File: src/rtl/sop_pkg.sv
// Shared types and constants for the SoP minterm extractor.
// Imported by the extractor top and its last-minterm detector.
package sop_pkg;

   localparam int N_VARS_DEF = 4;
   localparam int ROWS = 2**N_VARS_DEF;

   typedef enum logic [1:0] {
      IDLE,
      SWEEP,
      EMIT,
      DONE
   } state_t;

endpackage

File: src/rtl/sop_last_detect.sv
// Flags that no mask bit above ptr is set.
// The extractor uses it to mark the final minterm beat.
module sop_last_detect
   import sop_pkg::*;
#(
   parameter int N_VARS = N_VARS_DEF
) (
   input  logic [2**N_VARS-1:0] i_mask,
   input  logic [N_VARS-1:0]    i_ptr,
   output logic                 o_none_above
);

   logic [2**N_VARS-1:0] w_shift;

   assign w_shift      = i_mask >> i_ptr;
   assign o_none_above = ~|w_shift[2**N_VARS-1:1];

endmodule

File: src/rtl/sop_minterm_extractor.sv
// Sweeps all rows of an attached function, captures its truth
// table, then streams the true minterm indices over valid/ready.
module sop_minterm_extractor
   import sop_pkg::*;
#(
   parameter int N_VARS = N_VARS_DEF,
   parameter int SETTLE = 0
) (
   input  logic                 clk,
   input  logic                 reset,
   input  logic                 start,
   output logic [N_VARS-1:0]    idx_out,
   input  logic                 f_in,
   output logic                 busy,
   output logic                 m_valid,
   input  logic                 m_ready,
   output logic [N_VARS-1:0]    m_index,
   output logic                 m_last,
   output logic                 done,
   output logic [2**N_VARS-1:0] mask,
   output logic [N_VARS:0]      count
);

   localparam int R = 2**N_VARS;
   localparam logic [N_VARS-1:0] LAST_IDX = '1;
   localparam logic [3:0] SETTLE_L = 4'(SETTLE);

   state_t            r_state;
   state_t            w_state_nxt;
   logic [N_VARS-1:0] r_idx;
   logic [N_VARS-1:0] r_ptr;
   logic [3:0]        r_settle;
   logic [R-1:0]      r_mask;
   logic [N_VARS:0]   r_count;
   logic [N_VARS:0]   w_count_nxt;
   logic              w_sample;
   logic              w_sweep_end;
   logic              w_valid;
   logic              w_none_above;
   logic              w_last;
   logic              w_accept;

   assign w_sample    = (r_state == SWEEP) && (r_settle == SETTLE_L);
   assign w_sweep_end = w_sample && (r_idx == LAST_IDX);
   assign w_count_nxt = r_count + {{N_VARS{1'b0}}, f_in};
   assign w_valid     = (r_state == EMIT) && r_mask[r_ptr];
   assign w_last      = w_valid && w_none_above;
   assign w_accept    = w_valid && m_ready;

   sop_last_detect #(
      .N_VARS(N_VARS)
   ) u_last (
      .i_mask      (r_mask),
      .i_ptr       (r_ptr),
      .o_none_above(w_none_above)
   );

   always_ff @(posedge clk) begin
      if (reset) r_state <= IDLE;
      else       r_state <= w_state_nxt;
   end

   always_comb begin
      w_state_nxt = r_state;
      unique case (r_state)
         IDLE:  if (start) w_state_nxt = SWEEP;
         SWEEP: begin
            if (w_sweep_end)
               w_state_nxt = (w_count_nxt == '0) ? DONE : EMIT;
         end
         EMIT:  if (w_accept && w_last) w_state_nxt = DONE;
         DONE:  w_state_nxt = IDLE;
      endcase
   end

   // A beat holds ptr until accepted; empty rows advance every cycle.
   always_ff @(posedge clk) begin
      if (reset) begin
         r_idx    <= '0;
         r_ptr    <= '0;
         r_settle <= '0;
         r_mask   <= '0;
         r_count  <= '0;
      end else begin
         unique case (r_state)
            IDLE: begin
               if (start) begin
                  r_idx    <= '0;
                  r_ptr    <= '0;
                  r_settle <= '0;
                  r_mask   <= '0;
                  r_count  <= '0;
               end
            end
            SWEEP: begin
               if (w_sample) begin
                  r_mask[r_idx] <= f_in;
                  r_count       <= w_count_nxt;
                  if (r_idx == LAST_IDX) begin
                     r_ptr <= '0;
                  end else begin
                     r_idx    <= r_idx + 1'b1;
                     r_settle <= '0;
                  end
               end else begin
                  r_settle <= r_settle + 1'b1;
               end
            end
            EMIT: begin
               if (!w_valid || (m_ready && !w_last))
                  r_ptr <= r_ptr + 1'b1;
            end
            DONE: begin
            end
         endcase
      end
   end

   assign idx_out = r_idx;
   assign busy    = (r_state != IDLE);
   assign m_valid = w_valid;
   assign m_index = r_ptr;
   assign m_last  = w_last;
   assign done    = (r_state == DONE);
   assign mask    = r_mask;
   assign count   = r_count;

endmodule

File: config.mk
export PLATFORM = sky130hd
export DESIGN_NAME = sop_minterm_extractor
export DESIGN_NICKNAME = d
export VERILOG_FILES = /design/src/rtl/sop_pkg.sv /design/src/rtl/sop_last_detect.sv /design/src/rtl/sop_minterm_extractor.sv
export SDC_FILE = /design/constraint.sdc
export NUM_CORES = 1
export LEC_CHECK = 0
export ABC_AREA = 0
export CAP_MARGIN = 5
export CORE_ASPECT_RATIO = 0.5
export CORE_MARGIN = 2
export CORE_UTILIZATION = 35
export DETAILED_ROUTE_END_ITERATION = 10
export GPL_ROUTABILITY_DRIVEN = 1
export SETUP_SLACK_MARGIN = 0.2
export SYNTH_ARGS = -nofsm -noshare
export SYNTH_HDL_FRONTEND = slang
export SYNTH_SLANG_ARGS = --single-unit
File: constraint.sdc
create_clock -name clk -period 2.8 [get_ports clk]
set_input_delay 0.56 -clock clk [delete_from_list [all_inputs] [get_ports clk]]
set_output_delay 0.56 -clock clk [all_outputs]
set_load 0.005 [all_outputs]
==> results.cfg, run 1 <==
[logic_synthesis]
syn_inst = 276
syn_area_um2 = 2250
yosysWarnings = 0
syn_avg_cell_area_um2 = 8.16
postSynthNetCount = 294
synth_edf_count = 0
ys_seq_elements = 35
yosysSeqAreaShare_pct = 31.1
async_flop_share_pct = 0
netlist-cell-type-count = 53
synth_flop_cell = dfxtp_1

[detailed_routing]
totalWireLength_um = 6510
viasPerCell = 5.27
drc = 0
first_pass_iters = 4
postRouteAntennaNets = 0
num_vias = 2314
drt_iter0_markers = 118
wl_per_cell_um = 14.8

[place]
portBuffers = 37
placed_cells_incl_taps = 422
gp_congestion = 0.864
placed_area_um2 = 2930
hpwl_um = 4790
place_ws_ps = -297

[sta]
final.min_clock_period_ps = 2870
rsz0062_at_grt = true
period_share_pct = 103
finalSetupViolCount = 2
drv_slew = 0
fmaxAchievable_ghz = 0.348
finalHoldViolations = 0
max_slew_margin_pct = 62.8
post-route-worst-setup-slack_ps = -71.6
setup_tns_ps = -104
finClkSkew_ps = 2.50
worst_slew_pin_slew_ps = 558

[clocking]
h-tree-depth = 2
clock-sinks = 35
cts_tree = done
numCtsBuffers = 5
cts-root-buf = clkbuf_16
clkLatencyLatePin_ps = 280
clkTransAtPathRegs_ps = 50
clockBufferDepth = 2

[grt]
grt_max_degree = 31
antenna_found_initial = 0
grt_pass1_vias = 2188
gr-total-overflow = 0
track_usage_pct = 18.8
grt_pass1_wl_um = 10600

[die]
start_util_pct = 36.6
dieHeight_um = 60.7
io_pins = 38
coreArea_um2 = 6160
dieWidth_um = 117
die_area_um2 = 7140
rows = 20

[layout]
fill_cells = 604
synthToLayoutAreaGrowth_pct = 44.4
final_cell_area_um2 = 3250
final-instance-count-excl-fill = 439
final_layout_size_suffix_gt1_share_pct = 20.5
antenna_cells = 0
fin_nets = 368

[worst_hold_path]
hp-class = reg -> reg
min_path_cells = 2

[power_and_ir_drop]
power_leakage_nw = 1.27
pwr_density_cell_nw_per_um2 = 681
peakVddDrop_v = 0.000269

[critical_path]
crit_fanout = 3
max_stage_delay_ps = 530
path_common_cell = buf_6
path_cells = buf_6 > buf_6 > mux2_4 > a2111oi_4 > o211ai_1 > or4_4 > clkinv_4 > buf_6
crit_path_start_kind = flop
reg2reg_depth = 12
endpoint_kind = primary output
slowest_stage = or4_4
cp_data_required_time_ps = 2240
worstPathArrival_ps = 2310
worstSetupPathType = reg -> out

[job]
max_cap_violations = 0

[status]
status = complete, but fails checks
violations = negative setup slack
-- path summary, 6_finish.rpt --
check	startpoint	slack, ps	to
max	m_index[0]	-70	m_last
min	count[0]	470	count[0]
max reg2reg	m_index[0]	-30	r_state[0]
min reg2reg	count[0]	470	count[0]
-- layout by cell type (no fill, tap or decap), types with 2 or more instances in the layout --
| cell | instances |
|---|---|
| or4_4 | 2 |
| o21ai_1 | 19 |
| dfxtp_2 | 2 |
| o31ai_1 | 2 |
| and3_1 | 6 |
| o21ai_0 | 5 |
| mux2_4 | 2 |
| nand2_1 | 27 |
| clkbuf_16 | 5 |
| a32o_1 | 2 |
| o41ai_1 | 2 |
| buf_6 | 10 |
| a22oi_1 | 2 |
| dfxtp_1 | 32 |
| a21o_1 | 2 |
| xor2_1 | 5 |
| nor3b_1 | 2 |
| inv_1 | 15 |
| ha_1 | 13 |
| clkdlybuf4s50_1 | 35 |
| nor2_1 | 10 |
| nand3_1 | 8 |
| buf_4 | 35 |
| and2_1 | 3 |
| mux2i_1 | 6 |
| nor2b_1 | 6 |
| nand3b_1 | 3 |
| a21oi_1 | 28 |
| nor3_1 | 7 |
| o21a_1 | 2 |
| clkbuf_8 | 2 |
| mux4_2 | 3 |
| nand4_1 | 4 |
| a21boi_0 | 16 |
-- flip-flops by register name, summed over array words and instances (netlist names) --
name / cells
idx_out: 4
count: 5
r_state: 2
r_settle: 4
mask: 16
m_index: 4
-- cell type report --
class,count,area [µm²],share of cell area [%]
flip-flops and latches,35,707,21.7
well taps,88,110,3.38
inverters,16,65.1,2.00
repair buffers,81,731,22.5
clock buffers,8,156,4.81
multi-input cells,211,1490,45.6
-- Yosys cell counts (all sizes together), types with 3 or more instances --
master  number  area [µm²]
and2         4        25.0
o21ai       25         125
and3         6        37.5
nor3         8        40.0
nor2b        6        37.5
nand3b       3        22.5
xor2         5        43.8
dfxtp       35         701
mux2         3        33.8
mux2i        6        60.1
mux4         3        71.3
a21boi      16         120
nor2        10        37.5
nand4        4        25.0
ha          13         163
nand2       27         101
buf          3        21.3
clkbuf      11        41.3
a21oi       29         149
nand3        8        40.0
inv         15        56.3
-- power by group --
part,switching [W],leakage [nW],internal (W)
logic,0.000567,0.912,0.000489
registers,0.0000370,0.284,0.000542
clock network,0.000202,0.0772,0.000379
total,0.000806,1.27,0.00141
-- kinds of logic (layout without fill, tap and decap cells) --
| kind of cell | Yosys count | count (layout) | share of synthesized area [%] |
|---|---|---|---|
| AO/OA/AOI/OAI | 95 | 95 | 26.8 |
| XOR/XNOR | 6 | 6 | 2.33 |
| adder cells (fa/ha/maj) | 13 | 13 | 7.22 |
| buffers and inverters | 30 | 105 | 5.66 |
| flip-flops | 35 | 35 | 31.1 |
| multiplexers | 12 | 12 | 7.33 |
| AND/OR/NAND/NOR | 85 | 85 | 19.6 |
-- what timing repair did --
item,CTS,global route
pin swaps,6,5
buffers inserted,7,2
hold buffers,0,0
hold endpoints to repair,0,0
resized for setup,22,16
setup endpoints to repair,4,8
-- per-stage QoR --
stage | hold WS (ps) | utilization (%) | total power, W
finish | 474 | 52.9 | 0.00222
global route | 499 | 52.9 | 0.00236
CTS | 482 | 51.9 | 0.00216
detailed placement | 472 | 47.7 | 0.00151
global placement | 465 | 47.7 | 0.00149
floorplan | 464 | - | 0.00121
-- metal layers --
metal	global-route usage, %	vias up	part of all wire [%]
li1	-	1153	-
met4	8.95	0	2.4
met3	3.29	15	3.5
met5	0	-	0
met1	25.9	1093	51
met2	29.6	53	43
-- critical path: cells and delay by family (launching register included) --
kind / cells / cell delay [ps]
AOI/OAI and AO/OA: 2 / 470
buffers and inverters: 4 / 370
DFF: 1 / 350
muxes: 1 / 300
and+or+nand+nor: 1 / 530
Power figures use the tool's default switching activity.
==> inputs of run 2 (changes only) <==
--- a/config.mk
+++ b/config.mk
@@ -12,6 +12,7 @@
 export CORE_UTILIZATION = 35
 export DETAILED_ROUTE_END_ITERATION = 10
 export GPL_ROUTABILITY_DRIVEN = 1
+export GPL_TIMING_DRIVEN = 0
 export SETUP_SLACK_MARGIN = 0.2
 export SYNTH_ARGS = -nofsm -noshare
 export SYNTH_HDL_FRONTEND = slang
==> run 2 against run 1 <==
The run still ends with negative setup slack left. Sequential power about the same. Global-route usage about the same. Final cell count decreased by 5.5%. Utilization decreased by 4.3 points. Largest power group unchanged. Highest routed layer unchanged.
==> results.cfg, run 2 (same netlist as run 1, synthesis figures left out) <==
[critical_path]
reg2reg_depth = 9
crit_fanout = 7
worstSetupPathType = reg -> out
cp_data_required_time_ps = 2240
endpoint_kind = primary output
crit_path_start_kind = flop
worstPathArrival_ps = 2240
r2r_end = r_state[0]
regToRegSetupSlack_ps = 150
reg2reg_from = m_index[0]

[power_and_ir_drop]
peakVddDrop_v = 0.000274
pwr_density_cell_nw_per_um2 = 728
power_leakage_nw = 1.09
p_total_w = 0.00218

[status]
status = complete, but fails checks
violations = negative setup slack

[clocking]
clkTransAtPathRegs_ps = 60
clkLatencyLatePin_ps = 280
cts-root-buf = clkbuf_16
clock-sinks = 35
numCtsBuffers = 5
h-tree-depth = 2
postCtsHoldBufs = 0
cts_tree = done
clockBufferDepth = 2

[grt]
met3_usage_pct = 4.98
grt_use_met1_pct = 23.7
busiest_layer = met2
use_met2_pct = 32.7
grt_pass1_wl_um = 10500
track_usage_pct = 18.9
grt_max_degree = 13
grt_pass1_vias = 2181
gr-total-overflow = 0
antenna_found_initial = 0

[worst_hold_path]
hp-class = reg -> reg
min-delay-start = count[0]
whs_endpoint = count[0]
min_path_cells = 2

[layout]
fin_nets = 344
antenna_cells = 0
final_cell_mix = clkdlybuf4s50_1, dfxtp_1, a21oi_1, nand2_1, o21ai_1
mostFrequentLayoutCell = clkdlybuf4s50_1
fin_util_pct = 48.6
synthToLayoutAreaGrowth_pct = 32.8
largest_reg_flops = 16
final_layout_size_suffix_gt1_share_pct = 10.4

[place]
portBuffers = 37
hpwl_um = 4750
gp_congestion = 0.777

[detailed_routing]
viasPerCell = 5.42
postRouteAntennaNets = 0
drc = 0
num_vias = 2249
first_pass_iters = 4
totalWireLength_um = 6420
drt_iter0_markers = 166
wl_per_cell_um = 15.5

[die]
dieWidth_um = 117
io_pins = 38
coreArea_um2 = 6160
rows = 20
start_util_pct = 36.6
dieHeight_um = 60.7
die_area_um2 = 7140

[sta]
setup_tns_ps = -3.83
fmaxAchievable_ghz = 0.357
finalHoldViolations = 0
post-route-worst-setup-slack_ps = -3.83
max_slew_margin_pct = 54.7
worst_slew_pin_slew_ps = 670
period_share_pct = 100
rsz0062_at_grt = true
finClkSkew_ps = 5.45
final.min_clock_period_ps = 2800
finalSetupViolCount = 1
whs_ps = 481
drv_slew = 0

[job]
max_cap_violations = 0
[run 2: changes by cell type in the layout (fill, tap and decap cells not counted), moves of 2 or more]
cell and delta:
buf_4 -30, clkbuf_1 +9, buf_6 -7, clkbuf_8 -2, dfxtp_1 +2, o21ai_0 +2
[run 2: area by class of cell]
type,instances,area [µm²]
Sequential cell,35,702
Tap cell,88,110
Clock buffer,5,125
Clock inverter,3,43.8
Inverter,16,65.1
Multi-Input combinational cell,211,1450
Fill cell,617,3160
Timing Repair Buffer,43,419
Buffer,14,76.3
[run 2: repair_timing]
action / CTS / global route
setup buffers: 6 / 0
hold endpoints to repair: 0 / 0
gates resized for setup: 10 / 14
gates cloned: 0 / 0
pin swaps: 2 / 3
setup endpoints to repair: 3 / 6
[run 2: worst max-delay path by stage]
stage                     from          to  slack [ps]
floorplan           m_index[0]  r_state[0]         210
global placement    m_index[0]      m_last        -300
detailed placement  m_index[0]      m_last        -320
CTS                 m_index[0]      m_last        -160
global route        m_index[0]      m_last         -60
finish              m_index[0]      m_last          -4
[run 2: where the power goes]
group          total (W)  switching, W  internal (W)
clock           0.000636      0.000217      0.000419
sequential      0.000582     0.0000431      0.000539
combinational   0.000960      0.000556      0.000405
total            0.00218      0.000816       0.00136
[run 2: metal layers]
layer / up-vias / wire length, µm
met4: 0 / 89
met5: - / 0
met1: 1085 / 3080
met3: 11 / 331
li1: 1101 / -
met2: 52 / 2930
[run 2: critical path, cell delays in order (launching register included)]
cell,delay [ps]
dfxtp_2,330
buf_6,140
mux2_1,350
a2111oi_2,340
o211ai_1,130
or4_4,530
clkinv_4,70
buf_6,80
[run 2: per-stage QoR]
step,worst slack (ps),instance area [µm²],instances
finish,-3.83,2990,415
global route,-62.0,2990,415
CTS,-158,2960,415
detailed placement,-319,2730,401
global placement,-298,2730,401
floorplan,214,2250,276
